==> config.mk <==
export PLATFORM = sky130hd
export DESIGN_NAME = serv_alu_seq_flat
export DESIGN_NICKNAME = d
export VERILOG_FILES = /design/src/rtl/serv_alu_seq_if.sv /design/src/rtl/serv_alu_seq.sv /design/src/flat_wrapper.sv
export SDC_FILE = /design/constraint.sdc
export NUM_CORES = 1
export LEC_CHECK = 0
export ABC_CLOCK_PERIOD_IN_PS = 2700
export BUFFER_PORTS_ARGS = -buffer_cell sky130_fd_sc_hd__buf_2
export CORE_MARGIN = 2
export CORE_UTILIZATION = 40
export CTS_CLUSTER_DIAMETER = 200
export DETAILED_ROUTE_END_ITERATION = 12
export PLACE_DENSITY = 0.7
export SYNTH_ARGS = -nofsm -noshare
export SYNTH_HDL_FRONTEND = slang
export SYNTH_SLANG_ARGS = --single-unit
==> constraint.sdc <==
create_clock -name clk -period 2.7 [get_ports clk]
set_clock_uncertainty 0.15 [all_clocks]
set_input_delay 0.135 -clock clk [delete_from_list [all_inputs] [get_ports clk]]
set_output_delay 0.135 -clock clk [all_outputs]
set_load 0.01 [all_outputs]
==> src/rtl/serv_alu_seq_if.sv <==
// Bundle of control, operand-beat and status signals between the SERV operand
// buffers / register-file writer and the sequenced ALU.
interface serv_alu_seq_if #(
   parameter int W = 4
);
   // i_start is accepted only in IDLE or DONE (ignored in RUN); i_en marks a valid
   // input beat in RUN, and o_rd is valid combinationally in that same cycle with no
   // backpressure; o_done pulses for one cycle and o_cmp is valid from then on.
   logic         i_start;
   logic         i_flush;
   logic         i_sub;
   logic [1:0]   i_bool_op;
   logic         i_cmp_eq;
   logic         i_cmp_sig;
   logic [2:0]   i_rd_sel;
   logic         i_en;
   logic [W-1:0] i_rs1;
   logic [W-1:0] i_op_b;
   logic [W-1:0] i_buf;
   logic [W-1:0] o_rd;
   logic         o_busy;
   logic         o_cnt0;
   logic         o_last;
   logic         o_done;
   logic         o_cmp;
   logic [1:0]   o_state;

   modport master (
      output i_start, i_flush, i_sub, i_bool_op, i_cmp_eq, i_cmp_sig, i_rd_sel,
             i_en, i_rs1, i_op_b, i_buf,
      input  o_rd, o_busy, o_cnt0, o_last, o_done, o_cmp, o_state
   );

   modport slave (
      input  i_start, i_flush, i_sub, i_bool_op, i_cmp_eq, i_cmp_sig, i_rd_sel,
             i_en, i_rs1, i_op_b, i_buf,
      output o_rd, o_busy, o_cnt0, o_last, o_done, o_cmp, o_state
   );
endinterface

==> src/rtl/serv_alu_seq.sv <==
// Self-sequenced W-bit-per-beat ALU: walks one XLEN-bit add/sub/compare/bool op
// over XLEN/W beats, keeping its own beat counter, carry and compare state.
module serv_alu_seq #(
   parameter int W    = 4,
   parameter int XLEN = 32
) (
   input  logic         clk,
   input  logic         i_rst_n,
   serv_alu_seq_if.slave bus
);
   localparam int BEATS = XLEN / W;
   localparam int CW    = (BEATS > 1) ? $clog2(BEATS) : 1;

   typedef enum logic [1:0] {
      IDLE = 2'd0,
      RUN  = 2'd1,
      DONE = 2'd2
   } state_t;

   state_t          state_q, state_d;
   logic [CW-1:0]   cnt_q, cnt_d;
   logic            carry_q, carry_d;
   logic            eq_q, eq_d;
   logic            cmp_q, cmp_d;
   logic            sub_q, sub_d;
   logic [1:0]      bool_op_q, bool_op_d;
   logic            cmp_eq_q, cmp_eq_d;
   logic            cmp_sig_q, cmp_sig_d;
   logic [2:0]      rd_sel_q, rd_sel_d;

   logic [W-1:0]    add_b;
   logic [W-1:0]    sum;
   logic            cy;
   logic            eq_now;
   logic            lt;
   logic            beat;
   logic            last_beat;
   logic            cnt0;
   logic [W-1:0]    slt;
   logic [W-1:0]    bool_res;

   always_comb begin
      add_b       = bus.i_op_b ^ {W{sub_q}};
      {cy, sum}   = {1'b0, bus.i_rs1} + {1'b0, add_b} + {{W{1'b0}}, carry_q};
      eq_now      = eq_q & (sum == '0);
      // Sign-extended top bit of rs1 - op_b; the carry-in is the chained carry.
      lt          = (bus.i_rs1[W-1] & cmp_sig_q) ^ ~(bus.i_op_b[W-1] & cmp_sig_q) ^ cy;
      beat        = (state_q == RUN) & bus.i_en;
      last_beat   = (cnt_q == CW'(BEATS - 1));
      cnt0        = (state_q == RUN) & (cnt_q == '0);
      slt         = '0;
      slt[0]      = cmp_q & cnt0;
      bool_res    = ((bus.i_rs1 ^ bus.i_op_b) & ~{W{bool_op_q[0]}}) |
                    ({W{bool_op_q[1]}} & bus.i_rs1 & bus.i_op_b);
   end

   always_comb begin
      state_d   = state_q;
      cnt_d     = cnt_q;
      carry_d   = carry_q;
      eq_d      = eq_q;
      cmp_d     = cmp_q;
      sub_d     = sub_q;
      bool_op_d = bool_op_q;
      cmp_eq_d  = cmp_eq_q;
      cmp_sig_d = cmp_sig_q;
      rd_sel_d  = rd_sel_q;

      if (bus.i_flush) begin
         state_d = IDLE;
         cnt_d   = '0;
      end else begin
         case (state_q)
            RUN: begin
               if (bus.i_en) begin
                  carry_d = cy;
                  eq_d    = eq_now;
                  if (last_beat) begin
                     cmp_d   = cmp_eq_q ? eq_now : lt;
                     state_d = DONE;
                  end else begin
                     cnt_d = cnt_q + CW'(1);
                  end
               end
            end
            default: begin
               // IDLE and DONE both accept a start; DONE otherwise falls back to IDLE.
               if (bus.i_start) begin
                  state_d   = RUN;
                  cnt_d     = '0;
                  carry_d   = bus.i_sub;
                  eq_d      = 1'b1;
                  sub_d     = bus.i_sub;
                  bool_op_d = bus.i_bool_op;
                  cmp_eq_d  = bus.i_cmp_eq;
                  cmp_sig_d = bus.i_cmp_sig;
                  rd_sel_d  = bus.i_rd_sel;
               end else begin
                  state_d = IDLE;
               end
            end
         endcase
      end
   end

   always_ff @(posedge clk or negedge i_rst_n) begin
      if (!i_rst_n) begin
         state_q   <= IDLE;
         cnt_q     <= '0;
         carry_q   <= 1'b0;
         eq_q      <= 1'b1;
         cmp_q     <= 1'b0;
         sub_q     <= 1'b0;
         bool_op_q <= 2'b00;
         cmp_eq_q  <= 1'b0;
         cmp_sig_q <= 1'b0;
         rd_sel_q  <= 3'b000;
      end else begin
         state_q   <= state_d;
         cnt_q     <= cnt_d;
         carry_q   <= carry_d;
         eq_q      <= eq_d;
         cmp_q     <= cmp_d;
         sub_q     <= sub_d;
         bool_op_q <= bool_op_d;
         cmp_eq_q  <= cmp_eq_d;
         cmp_sig_q <= cmp_sig_d;
         rd_sel_q  <= rd_sel_d;
      end
   end

   assign bus.o_rd    = {W{beat}} & (bus.i_buf |
                                     ({W{rd_sel_q[0]}} & sum) |
                                     ({W{rd_sel_q[1]}} & slt) |
                                     ({W{rd_sel_q[2]}} & bool_res));
   assign bus.o_busy  = (state_q == RUN);
   assign bus.o_cnt0  = cnt0;
   assign bus.o_last  = (state_q == RUN) & last_beat;
   assign bus.o_done  = (state_q == DONE);
   assign bus.o_cmp   = cmp_q;
   assign bus.o_state = state_q;
endmodule

==> src/flat_wrapper.sv <==
// flat-port wrapper written by rule: the top's interface ports become plain ports
module serv_alu_seq_flat 
#(
   parameter int W    = 4,
   parameter int XLEN = 32
)
  (clk, i_rst_n, bus_i_start, bus_i_flush, bus_i_sub, bus_i_bool_op, bus_i_cmp_eq, bus_i_cmp_sig, bus_i_rd_sel, bus_i_en, bus_i_rs1, bus_i_op_b, bus_i_buf, bus_o_rd, bus_o_busy, bus_o_cnt0, bus_o_last, bus_o_done, bus_o_cmp, bus_o_state);
  serv_alu_seq_if #(.W(W)) bus_i ();
  input  logic clk;
  input  logic i_rst_n;
  input wire logic [$bits(bus_i.i_start)-1:0] bus_i_start;
  input wire logic [$bits(bus_i.i_flush)-1:0] bus_i_flush;
  input wire logic [$bits(bus_i.i_sub)-1:0] bus_i_sub;
  input wire logic [$bits(bus_i.i_bool_op)-1:0] bus_i_bool_op;
  input wire logic [$bits(bus_i.i_cmp_eq)-1:0] bus_i_cmp_eq;
  input wire logic [$bits(bus_i.i_cmp_sig)-1:0] bus_i_cmp_sig;
  input wire logic [$bits(bus_i.i_rd_sel)-1:0] bus_i_rd_sel;
  input wire logic [$bits(bus_i.i_en)-1:0] bus_i_en;
  input wire logic [$bits(bus_i.i_rs1)-1:0] bus_i_rs1;
  input wire logic [$bits(bus_i.i_op_b)-1:0] bus_i_op_b;
  input wire logic [$bits(bus_i.i_buf)-1:0] bus_i_buf;
  output wire logic [$bits(bus_i.o_rd)-1:0] bus_o_rd;
  output wire logic [$bits(bus_i.o_busy)-1:0] bus_o_busy;
  output wire logic [$bits(bus_i.o_cnt0)-1:0] bus_o_cnt0;
  output wire logic [$bits(bus_i.o_last)-1:0] bus_o_last;
  output wire logic [$bits(bus_i.o_done)-1:0] bus_o_done;
  output wire logic [$bits(bus_i.o_cmp)-1:0] bus_o_cmp;
  output wire logic [$bits(bus_i.o_state)-1:0] bus_o_state;
  assign bus_i.i_start = bus_i_start;
  assign bus_i.i_flush = bus_i_flush;
  assign bus_i.i_sub = bus_i_sub;
  assign bus_i.i_bool_op = bus_i_bool_op;
  assign bus_i.i_cmp_eq = bus_i_cmp_eq;
  assign bus_i.i_cmp_sig = bus_i_cmp_sig;
  assign bus_i.i_rd_sel = bus_i_rd_sel;
  assign bus_i.i_en = bus_i_en;
  assign bus_i.i_rs1 = bus_i_rs1;
  assign bus_i.i_op_b = bus_i_op_b;
  assign bus_i.i_buf = bus_i_buf;
  assign bus_o_rd = bus_i.o_rd;
  assign bus_o_busy = bus_i.o_busy;
  assign bus_o_cnt0 = bus_i.o_cnt0;
  assign bus_o_last = bus_i.o_last;
  assign bus_o_done = bus_i.o_done;
  assign bus_o_cmp = bus_i.o_cmp;
  assign bus_o_state = bus_i.o_state;
  serv_alu_seq #(.W(W), .XLEN(XLEN)) u_core (.clk(clk), .i_rst_n(i_rst_n), .bus(bus_i));
endmodule
==> results.sh <==
export IMPL_outcome="complete, no violations"
export IMPL_max_freq_mhz=389
export IMPL_start_kind="register"
export IMPL_worstPathMaxFanout=3
export IMPL_layout_commonest_cell="buf_2"
export IMPL_wl_met1_um=1080
export IMPL_area_delta_synth_final_pct=33.1
export IMPL_path_depth=8
export IMPL_core_area_um2=2690
export IMPL_vias_per_cell=5.09
export IMPL_synth_compound_area_share_pct=12.7
export IMPL_ys_warn_count=0
export IMPL_final_cell_mix="buf_2, dfrtp_1, mux2_2"
export IMPL_routed_top_layer="met4"
export IMPL_worstPathCellList="xor2_2 -> fa_2 -> inv_1 -> fa_1 -> xnor2_1 -> a221oi_1 -> nor2_1 -> buf_2"
export IMPL_place_congestion=0.821
export IMPL_hold_path_class="input port to register"
export IMPL_placed_cell_area_um2=1300
export IMPL_min_to="u_core.bus.o_state[0]$_DFFE_PN0P_"
export IMPL_cts_tree="built"
export IMPL_vias=978
export IMPL_ir_drop_mv=0.361
export IMPL_postRouteAntennaNets=0
export IMPL_drt_iter0_drc=10
export IMPL_row_count=19
export IMPL_cts_sinks=16
export IMPL_setup_violations=0
export IMPL_antenna_cells=0
export IMPL_slew_violations=0
export IMPL_num_fill_cells=239
export IMPL_critPathRequiredTime_ns=2.41
export IMPL_r2r_slack_ns=0.19
export IMPL_start_util_pct=41.1
export IMPL_worst_r2r_cell_count=9
export IMPL_drv_cap=0
export IMPL_timing_rr_start="u_core.sub_q$_DFFE_PN0P_"
export IMPL_design_die_area_um2=3200
export IMPL_grt_start_max_net_pins=17
export IMPL_cts_buffers_inserted=3
export IMPL_dp_cells=176
export IMPL_clock_latency_ns=0.29
export IMPL_overflow=0
export IMPL_syn_nets=145
export IMPL_worst_slew_pin_slew_ns=0.544
export IMPL_synth_seq_cells=16
export IMPL_dpl_hpwl_um=2020
export IMPL_cts_max_path_buffers=2
export IMPL_nets=195
export IMPL_first_global_vias=1002
export IMPL_final_hold_viol_count=0
export IMPL_syn_area_um2=1100
export IMPL_cp_end_kind="output pin"
export IMPL_dpl_worst_slack_ns=0.173
export IMPL_yosys_area_share_simple_pct=19.6
export IMPL_min_from="bus_i_en"
export IMPL_slew_headroom_pct=63.7
export IMPL_setup_tns_ns=0
export IMPL_routed_wl_um=2580
export IMPL_r2r_end="u_core.bus.o_cmp$_DFFE_PN0P_"
export IMPL_clk_pin_slew_worst_paths_ns=0.10
export IMPL_wl_met3_um=79
export IMPL_grt_setup_unrepaired="false"
export IMPL_die_h_um=56.6
export IMPL_layout_setup_ws_ns=0.132
export IMPL_yosysUniqueCellTypes=31
export IMPL_synth_top_family_by_area="simple AND/OR/NAND/NOR gates"
export IMPL_grt_pass1_wl_um=4400
export IMPL_power_density_nw_per_um2=535
export IMPL_io_pins=36
export IMPL_stdcell_count=192
export IMPL_leakagePower_nw=0.729
export IMPL_wl_per_cell_um=13.5
export IMPL_crit_path_max_incr_delay_ns=0.45
export IMPL_cp_arrival_ns=2.28
export IMPL_period_share_pct=95.1
export IMPL_route_met2_wl_um=1370
export IMPL_cpMaxStageDelayCell="dfrtp_2"
export IMPL_grt_antenna_before_repair=0
export IMPL_path_buf_inv=2
export IMPL_synthXorXnorAreaFrac_pct=6.34
export IMPL_drive_gt1_share_pct=37.9
export IMPL_synth_cells=112
export IMPL_syn_area_per_cell_um2=9.86
export IMPL_hold_depth=4
export IMPL_total_power_w=0.000787
export IMPL_first_pass_iters=4
export IMPL_ys_seq_area_share_pct=36.4
export IMPL_muxShareOfSynthArea_pct=11.2
export IMPL_htreeDepth=1
export IMPL_port_buffers=35
export IMPL_cp_top_family="adder cells"
export IMPL_clock_root_buffer="clkbuf_4"
export IMPL_critical_path_class="register to output pin"
export IMPL_floorplan_die_width_um=56.6
export IMPL_grt_use_total_pct=17.6
export IMPL_layout_min_cycle_time_ns=2.57
export IMPL_synth_adder_area_share_pct=10.4
export IMPL_drcViolationCount=0
export IMPL_final_area_um2=1470
## state kept, by name (all words and copies together), names as in the netlist
signal / flops
u_core.cmp_eq_q: 1
u_core.bus.o_state: 2
u_core.sub_q: 1
u_core.carry_q: 1
u_core.cmp_sig_q: 1
u_core.bool_op_q: 2
u_core.rd_sel_q: 3
u_core.eq_q: 1
u_core.cnt_q: 3
u_core.bus.o_cmp: 1
## per-stage QoR
stage / hold slack [ns] / utilization (%)
6_report: 0.00756 / 54.7
5_1_grt: 0.0247 / 54.7
4_1_cts: 0.00268 / 53.6
3_5_place_dp: -0.0774 / 48.5
3_3_place_gp: -0.0857 / 48.5
2_1_floorplan: -0.311 / -
## Yosys cell counts
cell,n,area [um2]
a21o_1,3,22.5
a21oi_1,10,50.1
a221oi_1,2,17.5
a22o_1,1,8.76
a31oi_1,1,6.26
and2_1,2,12.5
and3b_1,1,8.76
buf_6,1,11.3
clkbuf_1,1,3.75
dfrtp_1,15,375
dfstp_2,1,26.3
fa_1,2,40.0
ha_1,6,75.1
inv_1,6,22.5
mux2_2,11,124
nand2_1,9,33.8
nand2_4,1,11.3
nand2b_1,1,6.26
nand2b_4,1,13.8
nand3_1,5,25.0
nor2_1,10,37.5
nor2_8,1,20.0
nor2b_1,3,18.8
nor3b_1,2,15.0
o21ai_0,4,20.0
o22ai_1,1,6.26
o41ai_1,1,8.76
or2_2,1,6.26
or4_1,1,7.51
xnor2_1,3,26.3
xor2_1,5,43.8
## tightest hold or removal path, delay by kind of cell
family,cells,cell delay (ns)
AND/OR/NAND/NOR,2,0.11
AO/OA/AOI/OAI,1,0.06
buffers and inverters,1,0.11
## report_power, final
group	internal, W	switching [W]
Clock	0.0000822	0.0000835
Sequential	0.000276	0.0000385
Combinational	0.000156	0.000151
Total	0.000514	0.000273
## cell families after synthesis
logic type / after synthesis
flip-flops: 16
adder cells (fa/ha/maj): 8
buffers and inverters: 8
multiplexers: 11
AO/OA/AOI/OAI: 23
XOR/XNOR: 8
AND/OR/NAND/NOR: 38
## layer usage
| metal | GRT usage (%) | vias to the layer above |
|---|---|---|
| met4 | 5.78 | 0 |
| li1 | - | 489 |
| met2 | 32.6 | 20 |
| met3 | 3.23 | 6 |
| met5 | 0 | - |
| met1 | 20.2 | 463 |
## worst max-delay path by stage
stage | slack (ns) | end | from
3_3_place_gp | 0.25 | u_core.bus.o_cmp$_DFFE_PN0P_ | u_core.sub_q$_DFFE_PN0P_
4_1_cts | 0.04 | bus_o_rd[2] | u_core.sub_q$_DFFE_PN0P_
3_5_place_dp | 0.17 | u_core.bus.o_cmp$_DFFE_PN0P_ | u_core.sub_q$_DFFE_PN0P_
2_1_floorplan | 0.22 | u_core.bus.o_cmp$_DFFE_PN0P_ | u_core.sub_q$_DFFE_PN0P_
6_report | 0.13 | bus_o_rd[2] | u_core.sub_q$_DFFE_PN0P_
5_1_grt | 0.02 | bus_o_rd[2] | u_core.sub_q$_DFFE_PN0P_
## final cells by class
class / count / area, um2 / area share [%]
sequential: 16 / 403 / 27.4
timing repair buffer: 47 / 290 / 19.7
inverter: 6 / 22.5 / 1.53
tap: 31 / 38.8 / 2.64
multi-input combinational: 88 / 679 / 46.2
clock buffer: 4 / 36.3 / 2.47
## repair_timing
item,4_1_cts,5_1_grt
resized for setup,0,4
setup endpoints to repair,0,4
setup buffers,0,2
hold buffers,10,0
hold endpoints to repair,28,0
Power figures use the tool's default switching activity.
